==> src/rtl/ifetch_stage.sv <==
// ============================================================================
// Module   : ifetch_stage
// Purpose  : PC, ITCM word fetch, one-entry skid buffer and IF/ID register.
// Revision : 1.0 - initial release
// ============================================================================
`default_nettype none

module ifetch_stage #(
    parameter logic [31:0] RESET_PC = 32'h0000_0000,
    parameter logic [31:0] NOP_INST = 32'h0000_0013
) (
    input  logic        clk,
    input  logic        rst_n,
    input  logic        stall_i,
    input  logic        redirect_i,
    input  logic [31:0] redirect_pc_i,
    output logic        imem_req_o,
    output logic [31:0] imem_addr_o,
    input  logic        imem_gnt_i,
    input  logic        imem_rvalid_i,
    input  logic [31:0] imem_rdata_i,
    output logic        id_valid_o,
    output logic [31:0] id_pc_o,
    output logic [31:0] id_inst_o,
    output logic [6:0]  id_opcode_o
);

    typedef enum logic [1:0] {
        S_BOOT  = 2'd0,
        S_RUN   = 2'd1,
        S_FLUSH = 2'd2
    } state_t;

    state_t      state_q, state_d;
    logic [31:0] pc_q, pc_d;
    logic        outstanding_q, outstanding_d;
    logic [31:0] resp_pc_q, resp_pc_d;
    logic        skid_valid_q, skid_valid_d;
    logic [31:0] skid_pc_q, skid_pc_d;
    logic [31:0] skid_inst_q, skid_inst_d;
    logic        id_valid_q, id_valid_d;
    logic [31:0] id_pc_q, id_pc_d;
    logic [31:0] id_inst_q, id_inst_d;

    logic [2:0]  w_occ;
    logic        w_xfer;
    logic        w_resp;
    logic        w_id_free;

    // Slots that will still be occupied next cycle, counting the in-flight read.
    assign w_occ = {2'b00, id_valid_q} + {2'b00, skid_valid_q} + {2'b00, outstanding_q}
                 - {2'b00, id_valid_q & ~stall_i};

    assign imem_req_o  = (state_q != S_BOOT) && (w_occ < 3'd2);
    assign imem_addr_o = pc_q;
    assign w_xfer      = imem_req_o & imem_gnt_i;
    assign w_resp      = imem_rvalid_i & outstanding_q & (state_q != S_FLUSH) & ~redirect_i;
    assign w_id_free   = ~id_valid_q | ~stall_i;

    always_comb begin
        state_d       = state_q;
        pc_d          = pc_q;
        outstanding_d = w_xfer | (outstanding_q & ~imem_rvalid_i);
        resp_pc_d     = resp_pc_q;
        skid_valid_d  = skid_valid_q;
        skid_pc_d     = skid_pc_q;
        skid_inst_d   = skid_inst_q;
        id_valid_d    = id_valid_q;
        id_pc_d       = id_pc_q;
        id_inst_d     = id_inst_q;

        case (state_q)
            S_BOOT:          state_d = S_RUN;
            S_RUN, S_FLUSH:  state_d = (redirect_i && w_xfer) ? S_FLUSH : S_RUN;
            default:         state_d = S_BOOT;
        endcase

        if (w_xfer) begin
            resp_pc_d = pc_q;
        end

        if (redirect_i) begin
            pc_d         = redirect_pc_i & 32'hFFFF_FFFC;
            id_valid_d   = 1'b0;
            id_inst_d    = NOP_INST;
            skid_valid_d = 1'b0;
        end else begin
            if (w_xfer) begin
                pc_d = pc_q + 32'd4;
            end
            // The skid entry is older than any new response, so it drains first.
            if (w_id_free) begin
                if (skid_valid_q) begin
                    id_valid_d   = 1'b1;
                    id_pc_d      = skid_pc_q;
                    id_inst_d    = skid_inst_q;
                    skid_valid_d = w_resp;
                    if (w_resp) begin
                        skid_pc_d   = resp_pc_q;
                        skid_inst_d = imem_rdata_i;
                    end
                end else if (w_resp) begin
                    id_valid_d = 1'b1;
                    id_pc_d    = resp_pc_q;
                    id_inst_d  = imem_rdata_i;
                end else begin
                    id_valid_d = 1'b0;
                    id_inst_d  = NOP_INST;
                end
            end else if (w_resp) begin
                skid_valid_d = 1'b1;
                skid_pc_d    = resp_pc_q;
                skid_inst_d  = imem_rdata_i;
            end
        end
    end

    always_ff @(posedge clk or negedge rst_n) begin
        if (!rst_n) begin
            state_q       <= S_BOOT;
            pc_q          <= RESET_PC;
            outstanding_q <= 1'b0;
            resp_pc_q     <= 32'h0;
            skid_valid_q  <= 1'b0;
            skid_pc_q     <= 32'h0;
            skid_inst_q   <= NOP_INST;
            id_valid_q    <= 1'b0;
            id_pc_q       <= 32'h0;
            id_inst_q     <= NOP_INST;
        end else begin
            state_q       <= state_d;
            pc_q          <= pc_d;
            outstanding_q <= outstanding_d;
            resp_pc_q     <= resp_pc_d;
            skid_valid_q  <= skid_valid_d;
            skid_pc_q     <= skid_pc_d;
            skid_inst_q   <= skid_inst_d;
            id_valid_q    <= id_valid_d;
            id_pc_q       <= id_pc_d;
            id_inst_q     <= id_inst_d;
        end
    end

    assign id_valid_o  = id_valid_q;
    assign id_pc_o     = id_pc_q;
    assign id_inst_o   = id_inst_q;
    assign id_opcode_o = id_inst_q[6:0];

endmodule

`default_nettype wire
==> config.mk <==
export PLATFORM = sky130hd
export DESIGN_NAME = ifetch_stage
export DESIGN_NICKNAME = d
export VERILOG_FILES = /design/src/rtl/ifetch_stage.sv
export SDC_FILE = /design/constraint.sdc
export NUM_CORES = 1
export LEC_CHECK = 0
export ABC_CLOCK_PERIOD_IN_PS = 3200
export CORE_UTILIZATION = 35
export CTS_BUF_LIST = sky130_fd_sc_hd__clkbuf_8
export CTS_CLUSTER_DIAMETER = 50
export DETAILED_ROUTE_END_ITERATION = 16
export GPL_TIMING_DRIVEN = 1
export PLACE_DENSITY = 0.67
export RECOVER_POWER = 25
export SKIP_CTS_REPAIR_TIMING = 1
export SYNTH_ARGS = -nofsm -noshare
export SYNTH_HDL_FRONTEND = slang
export SYNTH_SLANG_ARGS = --single-unit
==> constraint.sdc <==
create_clock -name clk -period 3.2 [get_ports clk]
set_clock_uncertainty 0.05 [all_clocks]
set_input_delay 0.48 -clock clk [delete_from_list [all_inputs] [get_ports clk]]
set_output_delay 0.48 -clock clk [all_outputs]
set_load 0.02 [all_outputs]
# Word level (Yosys, flattened, before mapping)

Cells that the tools add are included.
W data, S select, Z words.

Word-level logic and storage cells: 66
Register bits after elaboration: 197
Input port bits: 70

Eq/ne operators: 4
Mux-type cells: 24
Order comparisons: 1
Bitwise operators: 12
Add/sub/neg operators: 4
Reduce and logical (&&, ||, !) cells: 11

Operators with widths:

| operator                | count |
|---|---|
| $mux W32                | 14 |
| $add A32 B3 Y32 const B | 1 |
| $mux W1                 | 8 |
| $reduce_bool A2 Y1      | 4 |
| $and A1 B1 Y1           | 6 |
| $ne A2 B2 Y1 const B    | 2 |
| $not A1 Y1              | 4 |
| $pmux W2 S2             | 1 |
| $add A2 B1 Y3           | 1 |
| $lt A3 B2 Y1 const B    | 1 |
| $reduce_and A3 Y1       | 1 |
| $reduce_bool A3 Y1      | 1 |
| $sub A3 B1 Y3           | 1 |
| $add A1 B1 Y2           | 1 |
| $eq A2 B1 Y1 const B    | 1 |
| $eq A2 B2 Y1 const B    | 1 |
| $logic_and A1 B1 Y1     | 2 |
| $logic_not A2 Y1        | 1 |
| $mux W2                 | 1 |
| $or A1 B1 Y1            | 2 |
| $reduce_and A2 Y1       | 1 |
| $reduce_or A2 Y1        | 1 |

# Longest topological paths before layout

Gate-level depths: netlist (run 1).

Depth in word-level cells: 9
Depth in mapped cells: 11
Depth with buffers taken out: 8

# Least setup slack after synthesis (run 1)

Ideal clock, no wire load.

Kind: flip-flop to flip-flop
Start point: register id_valid_q, in the netlist id_valid_o
End point: register resp_pc_q[19]
Period minus slack after synthesis: 2.684 ns
Arrival time: 2.501 ns
Required time: 3.017 ns
Slack: 0.516 ns
Cell stages (with the launch flop): 11
Path buffers: 3
Cell sequence: dfrtp_1 nor2b_1 ha_1 inv_1 ha_1 a21oi_2 mux2i_1 clkbuf_1 buf_4 clkbuf_1 o21ai_0

Word-level cells in the longest chain between the ends: 6

RTL lines:

| what                    | line | source |
|---|---|---|
| start, declared         | 41   | `logic id_valid_q, id_valid_d;` |
| start signal, assigned  | 138  | `id_valid_q <= id_valid_d;` |
| $add A1 B1 Y2           | 51   | `assign w_occ = {2'b00, id_valid_q} + {2'b00, skid_valid_q} + {2'b00, outstanding_q}` |
| $add A2 B1 Y3           | 51   |  |
| $sub A3 B1 Y3 (*)       | 52   | `- {2'b00, id_valid_q & ~stall_i};` |
| $lt A3 B2 Y1 (*)        | 54   | `assign imem_req_o = (state_q != S_BOOT) && (w_occ < 3'd2);` |
| $logic_and A1 B1 Y1 (*) | 54   |  |
| $and A1 B1 Y1 (*)       | 56   | `assign w_xfer = imem_req_o & imem_gnt_i;` |
| end signal, assigned    | 134  | `resp_pc_q <= resp_pc_d;` |
| end, declared           | 37   | `logic [31:0] resp_pc_q, resp_pc_d;` |

Every way passes the cells marked *; elsewhere a longest branch is shown, timed or not.
A chain may end at the register's enable or synchronous reset.

# Worst setup path after layout (run 1)

Start point: input port stall_i
End point: output port imem_req_o

Word-level cells in the longest chain between the ends: 5

RTL lines:

| what                | line | source |
|---|---|---|
| start, declared     | 14   | `input logic stall_i,` |
| $not A1 Y1          | 52   |  |
| $and A1 B1 Y1       | 52   |  |
| $sub A3 B1 Y3       | 52   |  |
| $lt A3 B2 Y1        | 54   |  |
| $logic_and A1 B1 Y1 | 54   |  |
| end, declared       | 17   | `output logic imem_req_o,` |

Every way passes these cells.

==> results of run 1 <==
[worst max path at each step]
stage | startpoint | end | slack (ns) | cells after the start
after floorplan | id_valid_o | resp_pc_q[19] | 0.52 | 10
after global placement | stall_i | imem_req_o | -0.09 | 9
after detailed placement | stall_i | imem_req_o | -0.03 | 9
after CTS | stall_i | imem_req_o | -0.06 | 9
after global routing | stall_i | imem_req_o | 0.26 | 9
final | stall_i | imem_req_o | 0.31 | 9
[routing by layer]
metal | share of wire, % | global-route usage (%)
met5 | 0 | 0
met4 | 2.2 | 6.69
met3 | 5.5 | 3.57
met2 | 45 | 26.7
met1 | 48 | 24.6
[through the flow]
stage / util (%) / setup WS [ns] / std cells
after floorplan: - / 0.516 / 826
after global placement: 44.1 / -0.0860 / 1272
after detailed placement: 44.1 / -0.0340 / 1272
after CTS: 45.8 / -0.0612 / 1304
after global routing: 45.8 / 0.264 / 1304
final: 45.8 / 0.315 / 1304
[power by group]
part / internal [mW] / leakage [nW] / switching (mW)
Clock: 0.721 / 0.201 / 0.916
Combinational: 1.22 / 2.05 / 1.31
Sequential: 3.19 / 2.38 / 0.517
[cells in the final DEF, fill, tap and decap left out, types with 2 or more instances in the layout]
| cell | instances |
|---|---|
| sky130_fd_sc_hd__a31oi_1 | 12 |
| sky130_fd_sc_hd__nand4_1 | 19 |
| sky130_fd_sc_hd__nor2_1 | 21 |
| sky130_fd_sc_hd__clkbuf_8 | 17 |
| sky130_fd_sc_hd__a21oi_1 | 5 |
| sky130_fd_sc_hd__mux2_2 | 66 |
| sky130_fd_sc_hd__or4_1 | 12 |
| sky130_fd_sc_hd__o41ai_1 | 2 |
| sky130_fd_sc_hd__nor3_1 | 6 |
| sky130_fd_sc_hd__o22a_1 | 3 |
| sky130_fd_sc_hd__xnor2_1 | 2 |
| sky130_fd_sc_hd__dfstp_2 | 6 |
| sky130_fd_sc_hd__o21ai_0 | 81 |
| sky130_fd_sc_hd__conb_1 | 4 |
| sky130_fd_sc_hd__bufinv_16 | 2 |
| sky130_fd_sc_hd__inv_8 | 3 |
| sky130_fd_sc_hd__ha_1 | 6 |
| sky130_fd_sc_hd__o21a_1 | 4 |
| sky130_fd_sc_hd__nand3_1 | 25 |
| sky130_fd_sc_hd__a221oi_1 | 7 |
| sky130_fd_sc_hd__nor3b_1 | 2 |
| sky130_fd_sc_hd__dfrtp_1 | 182 |
| sky130_fd_sc_hd__o31ai_1 | 8 |
| sky130_fd_sc_hd__and4_2 | 2 |
| sky130_fd_sc_hd__inv_6 | 5 |
| sky130_fd_sc_hd__o311ai_0 | 2 |
| sky130_fd_sc_hd__or4b_1 | 2 |
| sky130_fd_sc_hd__a22oi_1 | 30 |
| sky130_fd_sc_hd__a22o_1 | 4 |
| sky130_fd_sc_hd__nor2b_1 | 12 |
| sky130_fd_sc_hd__inv_1 | 14 |
| sky130_fd_sc_hd__buf_4 | 15 |
| sky130_fd_sc_hd__nand2_1 | 158 |
| sky130_fd_sc_hd__mux2i_1 | 31 |
| sky130_fd_sc_hd__clkdlybuf4s50_1 | 165 |
| sky130_fd_sc_hd__a211o_1 | 2 |
| sky130_fd_sc_hd__buf_12 | 6 |
| sky130_fd_sc_hd__nor4_1 | 6 |
| sky130_fd_sc_hd__or3_1 | 2 |
| sky130_fd_sc_hd__clkinvlp_4 | 3 |
[state kept, by name (all words and copies together) (netlist names)]
signal / flops
id_valid_o: 1
id_pc_o: 30
id_inst_o: 32
skid_inst_q: 32
imem_addr_o: 30
state_q: 2
resp_pc_q: 30
skid_pc_q: 30
outstanding_q: 1
skid_valid_q: 1
[kinds of logic after synthesis]
group,count (synthesis)
xor gates and xnor gates,2
DFF,189
other,1
and+or+nand+nor,280
buffers and inverters,80
AOI/OAI and AO/OA,167
adders and majority gates,6
muxes,98
[worst register-to-register path, cell delays in order (launching register included)]
cell                      delay (ns)
sky130_fd_sc_hd__dfrtp_1        0.38
sky130_fd_sc_hd__nor2b_1        0.14
sky130_fd_sc_hd__ha_1           0.27
sky130_fd_sc_hd__inv_1          0.04
sky130_fd_sc_hd__ha_1           0.27
sky130_fd_sc_hd__a21oi_2        0.19
sky130_fd_sc_hd__buf_4          0.16
sky130_fd_sc_hd__mux2i_4        0.09
sky130_fd_sc_hd__buf_12         0.19
sky130_fd_sc_hd__buf_4          0.17
sky130_fd_sc_hd__o41ai_1        0.41
sky130_fd_sc_hd__a31oi_1        0.13
[layout make-up]
| type | instances | area share, % |
|---|---|---|
| flip-flops and latches | 189 | 42.7 |
| multi-input cells | 557 | 32.3 |
| repair buffers | 189 | 17.2 |
| well taps | 324 | 3.65 |
| clock buffers | 17 | 2.11 |
| clock inverters | 15 | 1.56 |
| inverters | 13 | 0.440 |
==> results.yml, run 1 <==
outcome:
  run_status: "complete, but fails checks"
  failing_checks: "max-capacitance violations, max-slew violations"
synthesis:
  ys_warn_count: 0
  yosysSeqAreaShare_pct: 54.8
  synth_top_family_by_area: "simple AND/OR/NAND/NOR gates"
  muxShareOfSynthArea_pct: 12.3
  synth_top_cells_by_area: "sky130_fd_sc_hd__dfrtp_1 53%, sky130_fd_sc_hd__mux2_2 8.6%, sky130_fd_sc_hd__nand2_1 6.9%"
  synth.cell_area_um2: 8650
  synth-main-ff-cell: "sky130_fd_sc_hd__dfrtp_1"
  synth_top_area_share_pct: 52.9
  post_synth_inst_count: 823
  syn_area_per_cell_um2: 10.5
  synth.largest_area_cell: "sky130_fd_sc_hd__dfrtp_1"
  synth_area_in_compound_gates_pct: 12.2
  yosys-top-cells-count: "183 x sky130_fd_sc_hd__dfrtp_1, 158 x sky130_fd_sc_hd__nand2_1, 81 x sky130_fd_sc_hd__o21ai_0"
  most_frequently_used_cell_type_in_the_post_synthesis_netlist: "sky130_fd_sc_hd__dfrtp_1"
  post_synth_fa_ha_maj_area_fraction_pct: 0.868
  synth_seq_cells: 189
  synth-xor-area-share_pct: 0.202
  synth-edff-count: 0
  synth_cell_types: 53
  synth_async_sr_flop_share_pct: 100
  synthesized_area_fraction_occupied_by_and_or_nand_nor_cells_pct: 15.4
worst_hold_path:
  hold_path_class: "flip-flop to flip-flop"
  hold-path-endpoint: "id_pc_o[14]"
  min_from: "id_pc_o[14]"
  worstHoldPathCells: 2
timing:
  timing.final.setup_violations: 0
  final_slew_viol_count: 82
  fmaxAchievable_ghz: 0.347
  post-route-period-util_pct: 90.2
  worst_hold_slack_ns: 0.435
  final.min_clock_period_ns: 2.89
  worst_pin_slew_ns: 2.17
  final.setup.tns_ns: 0
  grt_setup_unrepaired: "no"
  timing.max_slew.rel_slack_pct: -44.8
  finalHoldViolCount: 0
power_and_ir_drop:
  cellPowerDensity_nw_per_um2: 710
  static_leakage_nw: 4.63
  finalPower_mw: 7.88
  ir_drop_uv: 274
setup_path:
  critical_path.startpoint_type: "input port"
  cp_endpoint_kind: "output pin"
  path_common_cell: "sky130_fd_sc_hd__ha_1"
  timing.critical_path.cells: "clkdlybuf4s50_1 -> nor2b_1 -> ha_1 -> inv_1 -> ha_1 -> a21oi_2 -> xnor2_1 -> nor2_1 -> dlymetal6s2s_1"
  regToRegEndpoint: "imem_addr_o[11]"
  setup.worst_path.class: "input port to output pin"
  crit-reg2reg-launch: "id_valid_o"
  critical_path.n_buffers_inverters: 3
  critical_path.max_stage_delay_ns: 0.49
  timing.critical_path.slowest_stage_cell: "sky130_fd_sc_hd__clkdlybuf4s50_1"
  worstRegToRegCells: 11
  regToRegSetupSlack_ns: 0.60
  worst-path-max-fanout: 2
  crit_family: "buffers and inverters"
  critical_path_at_ns: 2.36
  critical_path_required_ns: 2.67
die:
  fp-row-count: 57
  die_width_um: 159
  chipHeight_um: 159
  coreArea_um2: 24200
  dieArea_um2: 25300
  initial_core_utilization_pct: 35.7
  ios: 175
cells_and_area:
  n_fill_cell: 2307
  multi_input_area_um2: 3590
  antenna_cells_inserted: 0
  layout.area.seq_um2: 4740
  finalNetCount: 1043
  area_delta_synth_final_pct: 28.3
  postLayoutCellArea_um2: 11100
  drive_gt1_share_pct: 14.4
clock_network:
  ctsHtreeMaxLevel: 4
  cts.path.max_buffers: 2
  cts_sinks: 189
  clock_insertion_delay_worst_skew_ns: 0.46
  tritoncts: "built"
  cts.root.buffer_cell: "sky130_fd_sc_hd__clkbuf_8"
  cts-buffers-inserted: 17
  path_clk_slew_ns: 0.10
route:
  detailedRoute.firstIterationViolations: 458
  antenna_left: 0
  remaining_drc_errors: 0
  drtPass1Iterations: 5
  vias_per_cell: 5.17
  route.vias.total: 6747
  post_drt_wl_per_cell_um: 16.7
  drt_wl_total_um: 21700
placement:
  routability_congestion_estimate_from_global_placement: 0.812
  total_of_buffers_placed_on_input_and_output_ports: 168
  post_detail_place_hpwl_um: 14500
  post_dp_cell_area_um2: 10700
global_routing:
  globalRouteTotalUtil_pct: 17.5
  grt_antenna_before_repair: 0
  number_of_global_route_vias_before_repair: 6568
  maximum_number_of_pins_on_one_net_before_global_route_repair: 84
  total_congestion_overflow_after_global_routing: 0
  grt_first_pass_wirelength_um: 35500
run:
  cap_violations: 1
(Power assumes the default switching activity.)
==> inputs of run 2 (changes only) <==
--- a/config.mk
+++ b/config.mk
@@ -14,6 +14,7 @@
 export PLACE_DENSITY = 0.67
 export RECOVER_POWER = 25
 export SKIP_CTS_REPAIR_TIMING = 1
+export SLEW_MARGIN = 20
 export SYNTH_ARGS = -nofsm -noshare
 export SYNTH_HDL_FRONTEND = slang
 export SYNTH_SLANG_ARGS = --single-unit
==> run 2 against run 1 <==
The flow still finishes with violations (max-capacitance violations, max-slew violations). Flip-flop and latch count unchanged. Sequential share of layout area about the same. Combinational power about the same. Routed wire length decreased by 0.14%. Clock-buffer cell count unchanged. Global-route usage unchanged. First-iteration DRC count decreased by 1.3%. Hold slack unchanged.
==> results.yml, run 2 (same netlist as run 1, synthesis figures left out) <==
outcome:
  run_status: "complete, but fails checks"
  failing_checks: "max-capacitance violations, max-slew violations"
placement:
  routability_congestion_estimate_from_global_placement: 0.812
  total_of_buffers_placed_on_input_and_output_ports: 168
  post_detail_place_hpwl_um: 14500
  dp_worst_setup_slack_ns: -0.0340
route:
  vias_per_cell: 5.15
  highest_layer: "met4"
  remaining_drc_errors: 0
  drt_wl_total_um: 21700
  route.vias.total: 6717
  detailedRoute.firstIterationViolations: 452
  drtPass1Iterations: 5
  met2WireLength_um: 9600
  antenna_left: 0
  m1WireLength_um: 10400
  routed-wl-met3_um: 1210
  post_drt_wl_per_cell_um: 16.6
clock_network:
  clock_insertion_delay_worst_skew_ns: 0.46
  cts.path.max_buffers: 2
  tritoncts: "built"
  cts.root.buffer_cell: "sky130_fd_sc_hd__clkbuf_8"
  cts_sinks: 189
  cts-buffers-inserted: 17
  ctsHtreeMaxLevel: 4
  path_clk_slew_ns: 0.10
global_routing:
  grt_first_pass_wirelength_um: 35500
  grt_antenna_before_repair: 0
  maximum_number_of_pins_on_one_net_before_global_route_repair: 84
  total_congestion_overflow_after_global_routing: 0
  number_of_global_route_vias_before_repair: 6568
  globalRouteTotalUtil_pct: 17.5
cells_and_area:
  drive_gt1_share_pct: 14.4
  area_delta_synth_final_pct: 28.4
  antenna_cells_inserted: 0
  layout.area.seq_um2: 4740
  finalNetCount: 1043
  multi_input_area_um2: 3600
  n_fill_cell: 2306
  final_cell_mix: "182 x sky130_fd_sc_hd__dfrtp_1, 165 x sky130_fd_sc_hd__clkdlybuf4s50_1, 158 x sky130_fd_sc_hd__nand2_1"
  most_common_library_cell_in_the_layout_ignoring_fill_and_taps: "sky130_fd_sc_hd__dfrtp_1"
setup_path:
  worstRegToRegCells: 5
  critical_path_required_ns: 2.67
  critical_path.startpoint_type: "input port"
  setup.worst_path.class: "input port to output pin"
  cp_endpoint_kind: "output pin"
  critical_path_at_ns: 2.35
  worst-path-max-fanout: 2
  regToRegSetupSlack_ns: 0.60
die:
  chipHeight_um: 159
  fp-row-count: 57
  coreArea_um2: 24200
  initial_core_utilization_pct: 35.7
  dieArea_um2: 25300
  die_width_um: 159
  ios: 175
power_and_ir_drop:
  cellPowerDensity_nw_per_um2: 709
  ir_drop_uv: 274
  static_leakage_nw: 4.63
worst_hold_path:
  worstHoldPathCells: 2
  hold_path_class: "flip-flop to flip-flop"
timing:
  minimum_setup_slack_in_the_final_design_ns: 0.317
  grt_setup_unrepaired: "no"
  final.min_clock_period_ns: 2.88
  timing.final.setup_violations: 0
  finalHoldViolCount: 0
  worst_pin_slew_ns: 2.15
  timing.max_slew.rel_slack_pct: -43.3
  final_slew_viol_count: 82
  post-route-period-util_pct: 90.1
  final.setup.tns_ns: 0
  fmaxAchievable_ghz: 0.347
run:
  cap_violations: 1
-- run 2: routing by layer --
metal,global-route usage (%),up-vias
li1,-,3211
met1,24.6,3251
met2,26.7,223
met5,0,-
met3,3.57,32
met4,6.69,0
-- run 2: worst max-delay path: stages --
cell	delay [ns]
sky130_fd_sc_hd__clkdlybuf4s50_1	0.49
sky130_fd_sc_hd__nor2b_1	0.07
sky130_fd_sc_hd__ha_1	0.26
sky130_fd_sc_hd__inv_1	0.03
sky130_fd_sc_hd__ha_1	0.27
sky130_fd_sc_hd__a21oi_2	0.19
sky130_fd_sc_hd__xnor2_1	0.11
sky130_fd_sc_hd__nor2_1	0.19
sky130_fd_sc_hd__dlymetal6s2s_1	0.26
-- run 2: final timing paths --
path | startpoint | to
min in group asynchronous | rst_n | skid_pc_q[3]
max in group asynchronous | rst_n | skid_pc_q[9]
setup / recovery | stall_i | imem_req_o
hold reg to reg | id_pc_o[14] | id_pc_o[14]
setup reg to reg | skid_valid_q | skid_inst_q[7]
hold / removal | id_pc_o[14] | id_pc_o[14]
-- run 2: metrics by stage --
stage,std cells,hold WS [ns],instance area (um2),power (mW),utilization [%]
global placement,1272,0.410,10700,6.24,44.1
finish,1304,0.435,11100,7.88,45.8
floorplan,826,0.134,8660,5.14,-
global route,1304,0.463,11100,8.39,45.8
CTS,1304,-0.0151,11100,7.98,45.8
detailed placement,1272,0.419,10700,6.33,44.1
-- run 2: layout make-up --
type / count / share of cell area (%)
flip-flops and latches: 189 / 42.7
multi-input cells: 557 / 32.4
repair buffers: 189 / 17.2
well taps: 324 / 3.65
clock buffers: 17 / 2.11
clock inverters: 15 / 1.55
inverters: 13 / 0.439
-- run 2: power by group --
| group | internal, mW | leakage [nW] | total [mW] | switching, mW |
|---|---|---|---|---|
| Combinational | 1.22 | 2.05 | 2.53 | 1.31 |
| Clock | 0.721 | 0.201 | 1.64 | 0.917 |
| Sequential | 3.19 | 2.38 | 3.71 | 0.516 |
| Total | 5.14 | 4.63 | 7.88 | 2.74 |
==> inputs of run 3 (changes only) <==
--- a/config.mk
+++ b/config.mk
@@ -7,11 +7,10 @@
 export LEC_CHECK = 0
 export ABC_CLOCK_PERIOD_IN_PS = 3200
 export CORE_UTILIZATION = 35
-export CTS_BUF_LIST = sky130_fd_sc_hd__clkbuf_8
 export CTS_CLUSTER_DIAMETER = 50
 export DETAILED_ROUTE_END_ITERATION = 16
 export GPL_TIMING_DRIVEN = 1
-export PLACE_DENSITY = 0.67
+export PLACE_DENSITY = 0.58
 export RECOVER_POWER = 25
 export SKIP_CTS_REPAIR_TIMING = 1
 export SLEW_MARGIN = 20
==> run 3 against run 2 <==
The flow still finishes with violations (max-capacitance violations, max-slew violations). Flip-flop and latch count stayed put. Combinational power hardly changed. Critical path depth stayed put. Clock power is 29% higher. Non-clock buffer count stayed put. Power is 6.4% higher. Sequential share of layout area is 0.63 points lower. Hold slack worse by 0.0078 ns. Register-to-register slack better by 0.05 ns. Largest cell class unchanged. Largest power group unchanged.
==> results.yml, run 3 (same netlist as run 1, synthesis figures left out) <==
route:
  route.vias.total: 6708
  vias_per_cell: 5.14
  antenna_left: 0
  detailedRoute.firstIterationViolations: 377
  drt_wl_total_um: 21900
  drtPass1Iterations: 5
  remaining_drc_errors: 0
  post_drt_wl_per_cell_um: 16.8
setup_path:
  crit_family: "buffers and inverters"
  path_depth: 9
  timing.critical_path.cells: "clkdlybuf4s50_1 -> nor2b_1 -> ha_1 -> inv_1 -> ha_1 -> a21oi_2 -> xnor2_1 -> nor2_1 -> dlymetal6s2s_1"
  crit-reg2reg-launch: "id_valid_o"
  regToRegSetupSlack_ns: 0.65
  crit_start: "stall_i"
  critical_path.endpoint: "imem_req_o"
  cp_endpoint_kind: "output pin"
  timing.critical_path.slowest_stage_cell: "sky130_fd_sc_hd__clkdlybuf4s50_1"
  critical_path.startpoint_type: "input port"
  critical_path_at_ns: 2.32
  path_common_cell: "sky130_fd_sc_hd__ha_1"
  critical_path_required_ns: 2.67
  worst-path-max-fanout: 2
  critical_path.max_stage_delay_ns: 0.49
  regToRegEndpoint: "imem_addr_o[5]"
  setup.worst_path.class: "input port to output pin"
  critical_path.n_buffers_inverters: 3
  worstRegToRegCells: 9
clock_network:
  cts-buffers-inserted: 17
  tritoncts: "built"
  path_clk_slew_ns: 0.07
  cts.path.max_buffers: 2
  cts_sinks: 189
  ctsHtreeMaxLevel: 4
  cts.root.buffer_cell: "sky130_fd_sc_hd__clkbuf_16"
  clock_insertion_delay_worst_skew_ns: 0.43
placement:
  routability_congestion_estimate_from_global_placement: 0.812
  post_dp_cell_area_um2: 10700
  total_of_buffers_placed_on_input_and_output_ports: 168
  post_detail_place_hpwl_um: 14600
  dp_worst_setup_slack_ns: -0.0408
  dp_cells: 1271
global_routing:
  maximum_number_of_pins_on_one_net_before_global_route_repair: 79
  grt_first_pass_wirelength_um: 36600
  total_congestion_overflow_after_global_routing: 0
  number_of_global_route_vias_before_repair: 6402
  globalRouteTotalUtil_pct: 18.2
  grt_antenna_before_repair: 0
cells_and_area:
  multi_input_area_um2: 3590
  post-route-util_pct: 46.5
  finalNetCount: 1043
  instances_no_fill: 1304
  most_common_library_cell_in_the_layout_ignoring_fill_and_taps: "sky130_fd_sc_hd__dfrtp_1"
  drive_gt1_share_pct: 14.5
  area_delta_synth_final_pct: 30.2
  postLayoutCellArea_um2: 11300
  n_fill_cell: 2299
  final_cell_mix: "182 x sky130_fd_sc_hd__dfrtp_1, 165 x sky130_fd_sc_hd__clkdlybuf4s50_1, 158 x sky130_fd_sc_hd__nand2_1"
  layout.area.seq_um2: 4740
  antenna_cells_inserted: 0
die:
  chipHeight_um: 159
  initial_core_utilization_pct: 35.7
  dieArea_um2: 25300
  ios: 175
  coreArea_um2: 24200
  die_width_um: 159
  fp-row-count: 57
run:
  cap_violations: 1
power_and_ir_drop:
  cellPowerDensity_nw_per_um2: 744
  static_leakage_nw: 4.71
  ir_drop_uv: 309
  finalPower_mw: 8.38
timing:
  final_slew_viol_count: 78
  worst_hold_slack_ns: 0.427
  timing.final.setup_violations: 0
  fmaxAchievable_ghz: 0.351
  timing.max_slew.rel_slack_pct: -37.9
  final.setup.tns_ns: 0
  grt_setup_unrepaired: "no"
  worst_pin_slew_ns: 2.07
  finalHoldViolCount: 0
  minimum_setup_slack_in_the_final_design_ns: 0.354
  post-route-period-util_pct: 88.9
  final.min_clock_period_ns: 2.85
outcome:
  run_status: "complete, but fails checks"
  failing_checks: "max-capacitance violations, max-slew violations"
worst_hold_path:
  worstHoldPathCells: 2
  hold_path_class: "flip-flop to flip-flop"
  min_from: "id_pc_o[14]"
==> run 3: where the power goes <==
group	total, mW	leakage (nW)	internal (mW)	switching (mW)
logic	2.52	2.05	1.22	1.30
registers	3.74	2.38	3.20	0.540
clock network	2.12	0.281	1.13	0.993
==> run 3: worst min path at each step <==
stage / endpoint / slack [ns]
floorplan: id_inst_o[10] / 0.13
detailed placement: id_inst_o[12] / 0.42
CTS: id_pc_o[16] / 0.05
global route: id_pc_o[14] / 0.44
finish: id_pc_o[14] / 0.43
global placement: id_inst_o[28] / 0.41
==> run 3: cell type report <==
cell class	count	share of cell area [%]
clock buffers	18	3.90
flip-flops and latches	189	42.1
clock inverters	14	1.33
repair buffers	189	16.8
well taps	324	3.60
multi-input cells	557	31.9
inverters	13	0.433
==> run 3: tightest hold or removal path, delay by kind of cell, from the launching register on <==
kind | cells | cell delay [ns]
simple gates | 1 | 0.04
flops | 1 | 0.34
compound gates | 1 | 0.06
==> run 3: metal layers <==
metal / routed length [um] / GRT usage, % / vias to the layer above
met5: 0 / 0 / -
met4: 300 / 5.86 / 0
met3: 1020 / 3.15 / 20
met2: 9710 / 26.1 / 200
met1: 10900 / 27.6 / 3259
li1: - / - / 3229
